==> src/rtl/line_transfer_engine_pkg.sv <==
// Shared types for the line transfer engine: FSM states, hmem opcodes, width helper.
package line_transfer_engine_pkg;

  typedef enum logic [2:0] {
    IDLE,
    WB_REQ,
    WB_WAIT,
    FILL_REQ,
    FILL_WAIT,
    DONE
  } line_xfer_state_e;

  typedef enum logic {
    HMEM_LOAD  = 1'b0,
    HMEM_STORE = 1'b1
  } hmem_op_e;

  // Index width for n items, never narrower than one bit.
  function automatic int unsigned sel_width(input int unsigned n);
    return (n > 1) ? $clog2(n) : 1;
  endfunction

endpackage

==> src/rtl/reset_if.sv <==
// Reset bundle shared by the cache blocks; reset is synchronous, active-high.
interface reset_if;
  logic reset;
  modport dut (input reset);
endinterface

==> src/rtl/line_transfer_engine_counter.sv <==
// Shared beat counter: counts up or down, optionally wrapping at the terminal value.
module line_transfer_engine_counter #(
  parameter int unsigned       WIDTH          = 3,
  parameter logic [WIDTH-1:0]  MAX_COUNT      = '1,
  parameter bit                COUNT_UP       = 1'b1,
  parameter bit                CHECK_FOR_DONE = 1'b1
) (
  input  logic             clk,
  input  logic             reset,
  input  logic             clear,
  input  logic             enable,
  output logic [WIDTH-1:0] count,
  output logic             last_c
);

  localparam logic [WIDTH-1:0] START = COUNT_UP ? '0 : MAX_COUNT;
  localparam logic [WIDTH-1:0] STOP  = COUNT_UP ? MAX_COUNT : '0;

  // Terminal-count flag for the current value.
  assign last_c = CHECK_FOR_DONE ? (count == STOP) : 1'b0;

  // Count register; wraps back to START after the terminal value.
  always_ff @(posedge clk) begin
    if (reset || clear) begin
      count <= START;
    end else if (enable) begin
      if (CHECK_FOR_DONE && (count == STOP)) begin
        count <= START;
      end else if (COUNT_UP) begin
        count <= count + WIDTH'(1);
      end else begin
        count <= count - WIDTH'(1);
      end
    end
  end

endmodule

==> src/rtl/line_transfer_engine.sv <==
// Line transfer engine: moves whole cache lines between the data array and hmem in
// multi-word beats, with optional victim writeback ahead of the fill.
// Macro LINE_TRANSFER_CRIT_WORD_FIRST_EN: start the fill at the critical beat and wrap;
// without it the fill always starts at beat 0 (crit_valid still pulses on the critical beat).
module line_transfer_engine
  import line_transfer_engine_pkg::*;
#(
  parameter  int unsigned XLEN             = 32,
  parameter  int unsigned LINE_SIZE        = 32,
  parameter  int unsigned BEAT_WORDS       = 1,
  localparam int unsigned WORDS_PER_LINE   = LINE_SIZE / (XLEN / 8),
  localparam int unsigned OFS_SIZE         = $clog2(LINE_SIZE),
  localparam int unsigned WORD_SELECT_SIZE = $clog2(WORDS_PER_LINE),
  localparam int unsigned NUM_BEATS        = WORDS_PER_LINE / BEAT_WORDS,
  localparam int unsigned BEAT_W           = XLEN * BEAT_WORDS,
  localparam int unsigned BEAT_SEL_W       = sel_width(NUM_BEATS)
) (
  input  logic                        clk,
  reset_if.dut                        rst_if,
  input  logic                        cmd_valid,
  output logic                        cmd_ready,
  input  logic                        cmd_writeback,
  input  logic [XLEN-OFS_SIZE-1:0]    cmd_fill_block,
  input  logic [XLEN-OFS_SIZE-1:0]    cmd_victim_block,
  input  logic [WORD_SELECT_SIZE-1:0] cmd_crit_word,
  output logic                        busy,
  output logic                        done,
  output logic                        crit_valid,
  output logic [XLEN-1:0]             crit_data,
  output logic [BEAT_SEL_W-1:0]       arr_beat_select,
  output logic                        arr_we,
  output logic [BEAT_W-1:0]           arr_wdata,
  input  logic [BEAT_W-1:0]           arr_rdata,
  output logic                        hmem_req_valid,
  input  logic                        hmem_req_ready,
  output logic                        hmem_req_store,
  output logic [XLEN-1:0]             hmem_req_address,
  output logic [BEAT_W-1:0]           hmem_req_store_data,
  input  logic                        hmem_rsp_valid,
  input  logic [BEAT_W-1:0]           hmem_rsp_load_data
);

  localparam int unsigned BLOCK_W  = XLEN - OFS_SIZE;
  localparam int unsigned BEAT_OFS = $clog2(BEAT_W / 8);
  localparam int unsigned BW_LOG   = $clog2(BEAT_WORDS);
  localparam int unsigned WIB_W    = sel_width(BEAT_WORDS);

  line_xfer_state_e            state;
  logic [BLOCK_W-1:0]          fill_block_q;
  logic [BLOCK_W-1:0]          victim_block_q;
  logic [WORD_SELECT_SIZE-1:0] crit_word_q;
  logic [BEAT_SEL_W-1:0]       start_beat_q;

  logic [BEAT_SEL_W-1:0]       count;
  logic                        last_c;
  logic                        accept_c;
  logic                        rsp_accept_c;
  logic                        fill_rsp_c;
  logic [BEAT_SEL_W-1:0]       beat_idx;
  logic [BEAT_SEL_W-1:0]       crit_beat;
  logic [BEAT_SEL_W-1:0]       fill_start_cmd;
  logic [BEAT_SEL_W-1:0]       fill_start_q;
  logic [WIB_W-1:0]            wib;
  logic [XLEN-1:0]             crit_word_c;
  hmem_op_e                    req_op;
  logic [BLOCK_W-1:0]          req_block;
  logic [OFS_SIZE-1:0]         req_offset;

  // Command handshake and response qualification; responses during reset are dropped.
  assign accept_c     = (state == IDLE) && cmd_valid;
  assign rsp_accept_c = ((state == WB_WAIT) || (state == FILL_WAIT)) && hmem_rsp_valid
                        && !rst_if.reset;
  assign fill_rsp_c   = (state == FILL_WAIT) && hmem_rsp_valid && !rst_if.reset;

  // Beat of the requested word, and where the fill phase starts.
  assign crit_beat = BEAT_SEL_W'(crit_word_q >> BW_LOG);
`ifdef LINE_TRANSFER_CRIT_WORD_FIRST_EN
  assign fill_start_cmd = BEAT_SEL_W'(cmd_crit_word >> BW_LOG);
  assign fill_start_q   = crit_beat;
`else
  assign fill_start_cmd = '0;
  assign fill_start_q   = '0;
`endif

  // Completed-beat counter; wraps to 0 after the last beat of each phase.
  line_transfer_engine_counter #(
    .WIDTH          (BEAT_SEL_W),
    .MAX_COUNT      (BEAT_SEL_W'(NUM_BEATS - 1)),
    .COUNT_UP       (1'b1),
    .CHECK_FOR_DONE (1'b1)
  ) u_beat_counter (
    .clk    (clk),
    .reset  (rst_if.reset),
    .clear  (accept_c),
    .enable (rsp_accept_c),
    .count  (count),
    .last_c (last_c)
  );

  // Wrap adder: NUM_BEATS is a power of two so the natural overflow is the modulo.
  assign beat_idx = start_beat_q + count;

  // Sequencer: command latch and state progression.
  always_ff @(posedge clk) begin
    if (rst_if.reset) begin
      state          <= IDLE;
      fill_block_q   <= '0;
      victim_block_q <= '0;
      crit_word_q    <= '0;
      start_beat_q   <= '0;
    end else begin
      unique case (state)
        IDLE: begin
          if (cmd_valid) begin
            fill_block_q   <= cmd_fill_block;
            victim_block_q <= cmd_victim_block;
            crit_word_q    <= cmd_crit_word;
            if (cmd_writeback) begin
              start_beat_q <= '0;
              state        <= WB_REQ;
            end else begin
              start_beat_q <= fill_start_cmd;
              state        <= FILL_REQ;
            end
          end
        end
        WB_REQ: begin
          if (hmem_req_ready) state <= WB_WAIT;
        end
        WB_WAIT: begin
          if (hmem_rsp_valid) begin
            if (last_c) begin
              start_beat_q <= fill_start_q;
              state        <= FILL_REQ;
            end else begin
              state <= WB_REQ;
            end
          end
        end
        FILL_REQ: begin
          if (hmem_req_ready) state <= FILL_WAIT;
        end
        FILL_WAIT: begin
          if (hmem_rsp_valid) state <= last_c ? DONE : FILL_REQ;
        end
        DONE: begin
          state <= IDLE;
        end
        default: begin
          state <= IDLE;
        end
      endcase
    end
  end

  // Status decodes of the state register.
  assign cmd_ready = (state == IDLE);
  assign busy      = (state != IDLE);
  assign done      = (state == DONE);

  // hmem request: held stable from registered state, block and beat until accepted.
  assign hmem_req_valid      = (state == WB_REQ) || (state == FILL_REQ);
  assign req_op              = (state == WB_REQ) ? HMEM_STORE : HMEM_LOAD;
  assign hmem_req_store      = hmem_req_valid && (req_op == HMEM_STORE);
  assign req_block           = (state == WB_REQ) ? victim_block_q : fill_block_q;
  assign req_offset          = OFS_SIZE'(beat_idx) << BEAT_OFS;
  assign hmem_req_address    = hmem_req_valid ? {req_block, req_offset} : '0;
  assign hmem_req_store_data = arr_rdata;

  // Data array port: read during writeback, written straight from fill responses.
  assign arr_beat_select = beat_idx;
  assign arr_we          = fill_rsp_c;
  assign arr_wdata       = fill_rsp_c ? hmem_rsp_load_data : '0;

  // Word of the critical beat that the requester asked for.
  assign wib = (BEAT_WORDS > 1) ? WIB_W'(crit_word_q) : '0;

  // Select the critical word out of the response beat.
  always_comb begin
    crit_word_c = '0;
    for (int unsigned i = 0; i < BEAT_WORDS; i++) begin
      if (wib == WIB_W'(i)) crit_word_c = hmem_rsp_load_data[i*XLEN +: XLEN];
    end
  end

  // Early restart: same-cycle forward of the critical word as its beat lands.
  assign crit_valid = fill_rsp_c && (beat_idx == crit_beat);
  assign crit_data  = crit_valid ? crit_word_c : '0;

endmodule

==> src/flat_wrapper.sv <==
// flat-port wrapper written by rule: the top's interface ports become plain ports
module line_transfer_engine_flat import line_transfer_engine_pkg::*;
#(
  parameter  int unsigned XLEN             = 32,
  parameter  int unsigned LINE_SIZE        = 32,
  parameter  int unsigned BEAT_WORDS       = 1,
  localparam int unsigned WORDS_PER_LINE   = LINE_SIZE / (XLEN / 8),
  localparam int unsigned OFS_SIZE         = $clog2(LINE_SIZE),
  localparam int unsigned WORD_SELECT_SIZE = $clog2(WORDS_PER_LINE),
  localparam int unsigned NUM_BEATS        = WORDS_PER_LINE / BEAT_WORDS,
  localparam int unsigned BEAT_W           = XLEN * BEAT_WORDS,
  localparam int unsigned BEAT_SEL_W       = sel_width(NUM_BEATS)
)
  (clk, cmd_valid, cmd_ready, cmd_writeback, cmd_fill_block, cmd_victim_block, cmd_crit_word, busy, done, crit_valid, crit_data, arr_beat_select, arr_we, arr_wdata, arr_rdata, hmem_req_valid, hmem_req_ready, hmem_req_store, hmem_req_address, hmem_req_store_data, hmem_rsp_valid, hmem_rsp_load_data, rst_if_reset);
  reset_if rst_if_i ();
  input  logic clk;
  input  logic cmd_valid;
  output logic cmd_ready;
  input  logic cmd_writeback;
  input  logic [XLEN-OFS_SIZE-1:0] cmd_fill_block;
  input  logic [XLEN-OFS_SIZE-1:0] cmd_victim_block;
  input  logic [WORD_SELECT_SIZE-1:0] cmd_crit_word;
  output logic busy;
  output logic done;
  output logic crit_valid;
  output logic [XLEN-1:0] crit_data;
  output logic [BEAT_SEL_W-1:0] arr_beat_select;
  output logic arr_we;
  output logic [BEAT_W-1:0] arr_wdata;
  input  logic [BEAT_W-1:0] arr_rdata;
  output logic hmem_req_valid;
  input  logic hmem_req_ready;
  output logic hmem_req_store;
  output logic [XLEN-1:0] hmem_req_address;
  output logic [BEAT_W-1:0] hmem_req_store_data;
  input  logic hmem_rsp_valid;
  input  logic [BEAT_W-1:0] hmem_rsp_load_data;
  input wire logic [$bits(rst_if_i.reset)-1:0] rst_if_reset;
  assign rst_if_i.reset = rst_if_reset;
  line_transfer_engine #(.XLEN(XLEN), .LINE_SIZE(LINE_SIZE), .BEAT_WORDS(BEAT_WORDS)) u_core (.clk(clk), .rst_if(rst_if_i), .cmd_valid(cmd_valid), .cmd_ready(cmd_ready), .cmd_writeback(cmd_writeback), .cmd_fill_block(cmd_fill_block), .cmd_victim_block(cmd_victim_block), .cmd_crit_word(cmd_crit_word), .busy(busy), .done(done), .crit_valid(crit_valid), .crit_data(crit_data), .arr_beat_select(arr_beat_select), .arr_we(arr_we), .arr_wdata(arr_wdata), .arr_rdata(arr_rdata), .hmem_req_valid(hmem_req_valid), .hmem_req_ready(hmem_req_ready), .hmem_req_store(hmem_req_store), .hmem_req_address(hmem_req_address), .hmem_req_store_data(hmem_req_store_data), .hmem_rsp_valid(hmem_rsp_valid), .hmem_rsp_load_data(hmem_rsp_load_data));
endmodule
==> config.mk <==
export PLATFORM = sky130hd
export DESIGN_NAME = line_transfer_engine_flat
export DESIGN_NICKNAME = d
export VERILOG_FILES = /design/src/rtl/line_transfer_engine_pkg.sv /design/src/rtl/reset_if.sv /design/src/rtl/line_transfer_engine_counter.sv /design/src/rtl/line_transfer_engine.sv /design/src/flat_wrapper.sv
export SDC_FILE = /design/constraint.sdc
export NUM_CORES = 1
export LEC_CHECK = 0
export BUFFER_PORTS_ARGS = -buffer_cell sky130_fd_sc_hd__buf_2
export CAP_MARGIN = 20
export CORE_AREA = 2 2 104 106
export DETAILED_ROUTE_END_ITERATION = 10
export DIE_AREA = 0 0 106 108
export PLACE_DENSITY = 0.72
export SYNTH_ARGS = -nofsm -noshare
export SYNTH_HDL_FRONTEND = slang
export SYNTH_SLANG_ARGS = --single-unit
==> constraint.sdc <==
create_clock -name clk -period 1.7 [get_ports clk]
set_input_delay 0 -clock clk [delete_from_list [all_inputs] [get_ports clk]]
set_output_delay 0 -clock clk [all_outputs]
set_load 0.02 [all_outputs]
Word level (Yosys, flattened, before mapping)
Cells that the tools add are included.
W data, S select, Z words.
{"block": "word_totals", "register_bits": 66, "out_inout_bits": 138, "word_cells": 57}
{"block": "classes", "add_sub_neg": 2, "eq_ne": 13, "muxes": 19, "reduce_logical": 17}
{"cell": "$mux W32", "count": 3}
{"cell": "$mux W3", "count": 10}
{"cell": "$mux W27", "count": 1}
{"cell": "$pmux W3 S5", "count": 1}
{"cell": "$ne A2 B2 Y1 const B", "count": 5}
{"cell": "$eq A3 B3 Y1 const B", "count": 3}
{"cell": "$logic_and A1 B1 Y1", "count": 7}
{"cell": "$eq A3 B2 Y1 const B", "count": 2}
{"cell": "$pmux W3 S2", "count": 1}
{"cell": "$reduce_and A5 Y1", "count": 1}
{"cell": "$mux W2", "count": 2}
{"cell": "$reduce_and A4 Y1", "count": 1}
{"cell": "$add A3 B1 Y3 const B", "count": 1}
{"cell": "$add A3 B3 Y3", "count": 1}
{"cell": "$eq A3 B1 Y1 const B", "count": 1}
{"cell": "$eq A3 B3 Y1", "count": 1}
{"cell": "$logic_not A3 Y1", "count": 1}
{"cell": "$logic_or A1 B1 Y1", "count": 3}
{"cell": "$reduce_bool A3 Y1", "count": 1}
{"cell": "$ne A2 B1 Y1 const B", "count": 1}
{"cell": "$reduce_and A2 Y1", "count": 1}
{"cell": "$reduce_bool A2 Y1", "count": 1}
{"cell": "$logic_not A1 Y1", "count": 1}
{"cell": "$mux W1", "count": 1}

Logic depth before layout (Yosys ltp)
{"block": "depth", "ltp_word": 5, "depth_mapped": 7, "depth_no_buf": 6}

Hierarchy
A second synthesis with hierarchy kept.
{"block": "hier_totals", "cells_unflattened": 451, "area_unflattened_um2": 3427.0}
{"module": "line_transfer_engine", "instances": 1, "cells_per_inst": 439, "area_per_inst_um2": 3284.4, "seq_area_each_um2": 1201.2}
{"module": "line_transfer_engine_counter", "instances": 1, "cells_per_inst": 12, "area_per_inst_um2": 142.6, "seq_area_each_um2": 60.1}

Worst setup path before layout
Ideal clock, no wire load.
{"block": "synth_path", "path_kind": "register to register", "start": "register u_core.state[1]", "end": "register u_core.state[1]", "setup_time_ps": 136, "t_arrival_ps": 1572, "slack_ps": -9, "stages_incl_launch_ff": 7, "n_path_buf": 2, "path_cell_list": "dfxtp_1 -> buf_4 -> buf_2 -> nor3_1 -> inv_1 -> nor2_1 -> a2111oi_0"}
{"block": "synth_between", "elab_chain_cells": 3}
{"item": "start: declaration", "line_no": "line_transfer_engine.sv:48", "source": "line_xfer_state_e state;"}
{"item": "start signal: assignment", "line_no": "line_transfer_engine.sv:144", "source": "if (hmem_rsp_valid) state <= last_c ? DONE : FILL_REQ;"}
{"item": "$logic_not A3 Y1 *"}
{"item": "named net cmd_ready", "line_no": "flat_wrapper.sv:18", "source": "output logic cmd_ready;"}
{"item": "$ne A2 B2 Y1 (no line)"}
{"item": "$reduce_and A5 Y1 (no line)"}
Mark *: on every way through the listed nets, which the timed path passes. The rest lies on a longest branch.
A chain may end at the register's enable or synchronous reset.

Worst setup path after layout
{"block": "layout_path", "start": "register u_core.state[1]", "end": "output port arr_wdata[4]"}
{"block": "layout_between", "elab_chain_cells": 4}
{"item": "$eq A3 B3 Y1", "line_no": "line_transfer_engine.sv:73", "source": "assign fill_rsp_c = (state == FILL_WAIT) && hmem_rsp_valid && !rst_if.reset;"}
{"item": "$logic_and A1 B1 Y1 (2 in series)", "line_no": "line_transfer_engine.sv:73"}
{"item": "$mux W32", "line_no": "line_transfer_engine.sv:173", "source": "assign arr_wdata = fill_rsp_c ? hmem_rsp_load_data : '0;"}
{"item": "end: declaration", "line_no": "flat_wrapper.sv:29", "source": "output logic [BEAT_W-1:0] arr_wdata;"}
No other way between the ends.

==> impl_metrics.tcl <==
set metrics [dict create \
    hold_viol 0 \
    critPathMaxStageDelay_ps 350 \
    cts_tree "yes" \
    clock_skew_ps 9.79 \
    hold_class "primary input to output pin" \
    yosys.area_share.simple 0.306 \
    num_vias 4289 \
    vias_per_cell 5.05 \
    grt.overflow.total 0 \
    drtAntennaViolNets 0 \
    p_total_mw 4.40 \
    cts.sinks 63 \
    yosysTopAreaCell "dfxtp_1" \
    grt_max_degree 64 \
    cts_buffers 9 \
    netlist_instances 481 \
    grt_pass1_wl_mm 20.1 \
    worst-setup-path-type "flop to output pin" \
    track_usage 0.224 \
    setup_ws_ps -65.7 \
    port_buffers 198 \
    gp_congestion 0.864 \
    p_leak_nw 2.89 \
    ys_top_cells_by_area "dfxtp_1, nand2_1, a21oi_1, mux2i_1, buf_4" \
    synth_xor_xnor_area_share 0.0116 \
    fmax_mhz 566 \
    slowest_stage "dfxtp_4" \
    seq_area_frac_synth 0.343 \
    synth_area_um2 3680 \
    relSlewSlack 0.522 \
    routed_wl_mm 14.5 \
    core_area_um2 10200 \
    startpoint_type "flop" \
    placed_area_um2 4500 \
    synth.most_common_cell "nand2_1" \
    rsz0062_at_grt "yes" \
    powerDensity_nw_per_um2 709 \
    finalSetupViolCount 47 \
    synth_compound_area_frac 0.102 \
    layout.cells.non_filler 849 \
    violations "setup timing" \
    yosys_warnings 0 \
    cts_max_path_buffers 2 \
    synth_top_area_frac 0.343 \
    die_y_um 108 \
    hpwl_mm 8.39 \
    nets 837 \
    synthMuxAreaShare 0.0820 \
    fin_area_um2 6210 \
    tightest_slew_ps 717 \
    antenna_found_initial 2 \
    ioPinCount 265 \
    synth.avg_cell_area_um2 7.64 \
    first_pass_iters 5 \
    fin_crit_ps 1770 \
    crit_chain "nand2b_4 -> nor4b_4 -> buf_6 -> buf_12 -> clkbuf_16 -> and2_4 -> buf_6" \
    fillers 851 \
    start_util 0.359 \
    crit_top_cell "buf_6" \
    synth_top_cells_by_count "nand2_1, dfxtp_1, a21oi_1, buf_4, and2_1" \
    dp_cells 756 \
    clkTransAtPathRegs_ps 70 \
    worst_ep_required_time_ps 1700 \
    period_share 1.04 \
    synthAdderAreaFrac 0.0102 \
    die_area_um2 11400 \
    synth_cell_types 34 \
    cts_root_buffer "clkbuf_8" \
    cp_max_fo 8 \
    final_util 0.607 \
    die_w_um 106 \
    drive_gt1_frac 0.449 \
    synthFlopType "dfxtp_1" \
    arrival_ps 1770 \
    post-route-drc-count 0 \
    cts_htree_levels 3 \
    clock_latency_ps 340 \
    syn2layout_area_growth_pct 68.9 \
    synth_edf_count 0 \
    synth_top_family_by_area "simple AND/OR/NAND/NOR gates" \
    critical_path.endpoint_type "output pin" \
    max_cap_viol_count 0 \
    ir_drop_mv 0.645 \
    synth-seq-cells 63 \
    async_flop_share 0 \
    rows 37 \
    first_iter_violations 191 \
    outcome "finished, violations left" \
    slew_viol_final 0 \
    routedWlPerCell_um 17.1 \
    first_global_vias 4079 \
]
[path summary, 6_finish.rpt]
check	from	endpoint	slack [ps]	depth (start not counted)
worst max-delay path	u_core.state[1]$_SDFFE_PP0P_	arr_wdata[4]	-70	7
worst min-delay path	arr_rdata[6]	hmem_req_store_data[6]	0.009	0
worst max register to register	u_core.state[2]$_SDFFE_PP0P_	u_core.fill_block_q[4]$_SDFFE_PP0P_	40	7
worst min register to register	u_core.victim_block_q[3]$_SDFFE_PP0P_	u_core.victim_block_q[3]$_SDFFE_PP0P_	460	2
[state kept, by name, summed over array words and instances, names as in the netlist]
name,cells
u_core.u_beat_counter.count,3
u_core.crit_beat,3
u_core.state,3
u_core.victim_block_q,27
u_core.fill_block_q,27
[power breakdown]
group / internal, mW / switching (mW) / total, mW
Combinational: 0.551 / 0.677 / 1.23
Clock: 0.873 / 0.625 / 1.50
Sequential: 1.60 / 0.0755 / 1.68
[layout by cell type, fill, tap and decap left out, types with 15 or more instances in the layout]
cell,instances
mux2i_1,28
a21oi_1,55
nor2_1,32
buf_4,21
dlygate4sd3_1,58
and3_1,17
nand2_1,115
buf_6,61
and2_4,33
dfxtp_1,58
buf_2,133
and3_4,15
[per-stage QoR]
stage / worst slack, ps / setup TNS, ps / hold slack (ps)
CTS: -114 / -5810 / 0.137
detailed placement: 123 / 0 / 0.137
global route: -119 / -5570 / 0.0384
finish: -65.7 / -1510 / 0.00886
global placement: 157 / 0 / 0.137
floorplan: 194 / 0 / 113
[worst max-delay path: cells and delay by family, from the launching register on]
family                 cells  cell delay [ps]
AND/OR/NAND/NOR            3              510
buffers and inverters      4              560
flip-flops                 1              350
[repair_timing]
action,CTS,global route
resized for setup,143,56
hold buffers,58,0
pin swaps,3,33
gates cloned,4,6
setup buffers,6,5
endpoints found under the setup margin,94,96
endpoints found under the hold margin,59,0
[cells by family (layout without fill, tap and decap cells)]
family	after synthesis	after routing
xor+xnor	4	4
other cells	1	3
fa+ha+maj	3	3
simple gates	231	231
buf+inv	78	308
compound gates	71	71
flops	63	63
mux	30	30
[metal layers]
metal	wire length (um)	up-vias	track usage
met5	13	-	0
li1	-	1990	-
met3	1350	42	0.0681
met1	4980	1986	0.223
met4	531	2	0.115
met2	7620	269	0.422
[cell type report]
class	count	area, um2	area share
inverters	5	18.8	0.00302
clock inverters	6	92.6	0.0149
flip-flops and latches	63	1270	0.205
diodes	1	2.50	0.000403
well taps	136	170	0.0274
clock buffers	10	138	0.0222
repair buffers	287	2410	0.388
multi-input cells	341	2100	0.339
No activity file was read; power rests on OpenSTA's default activity.
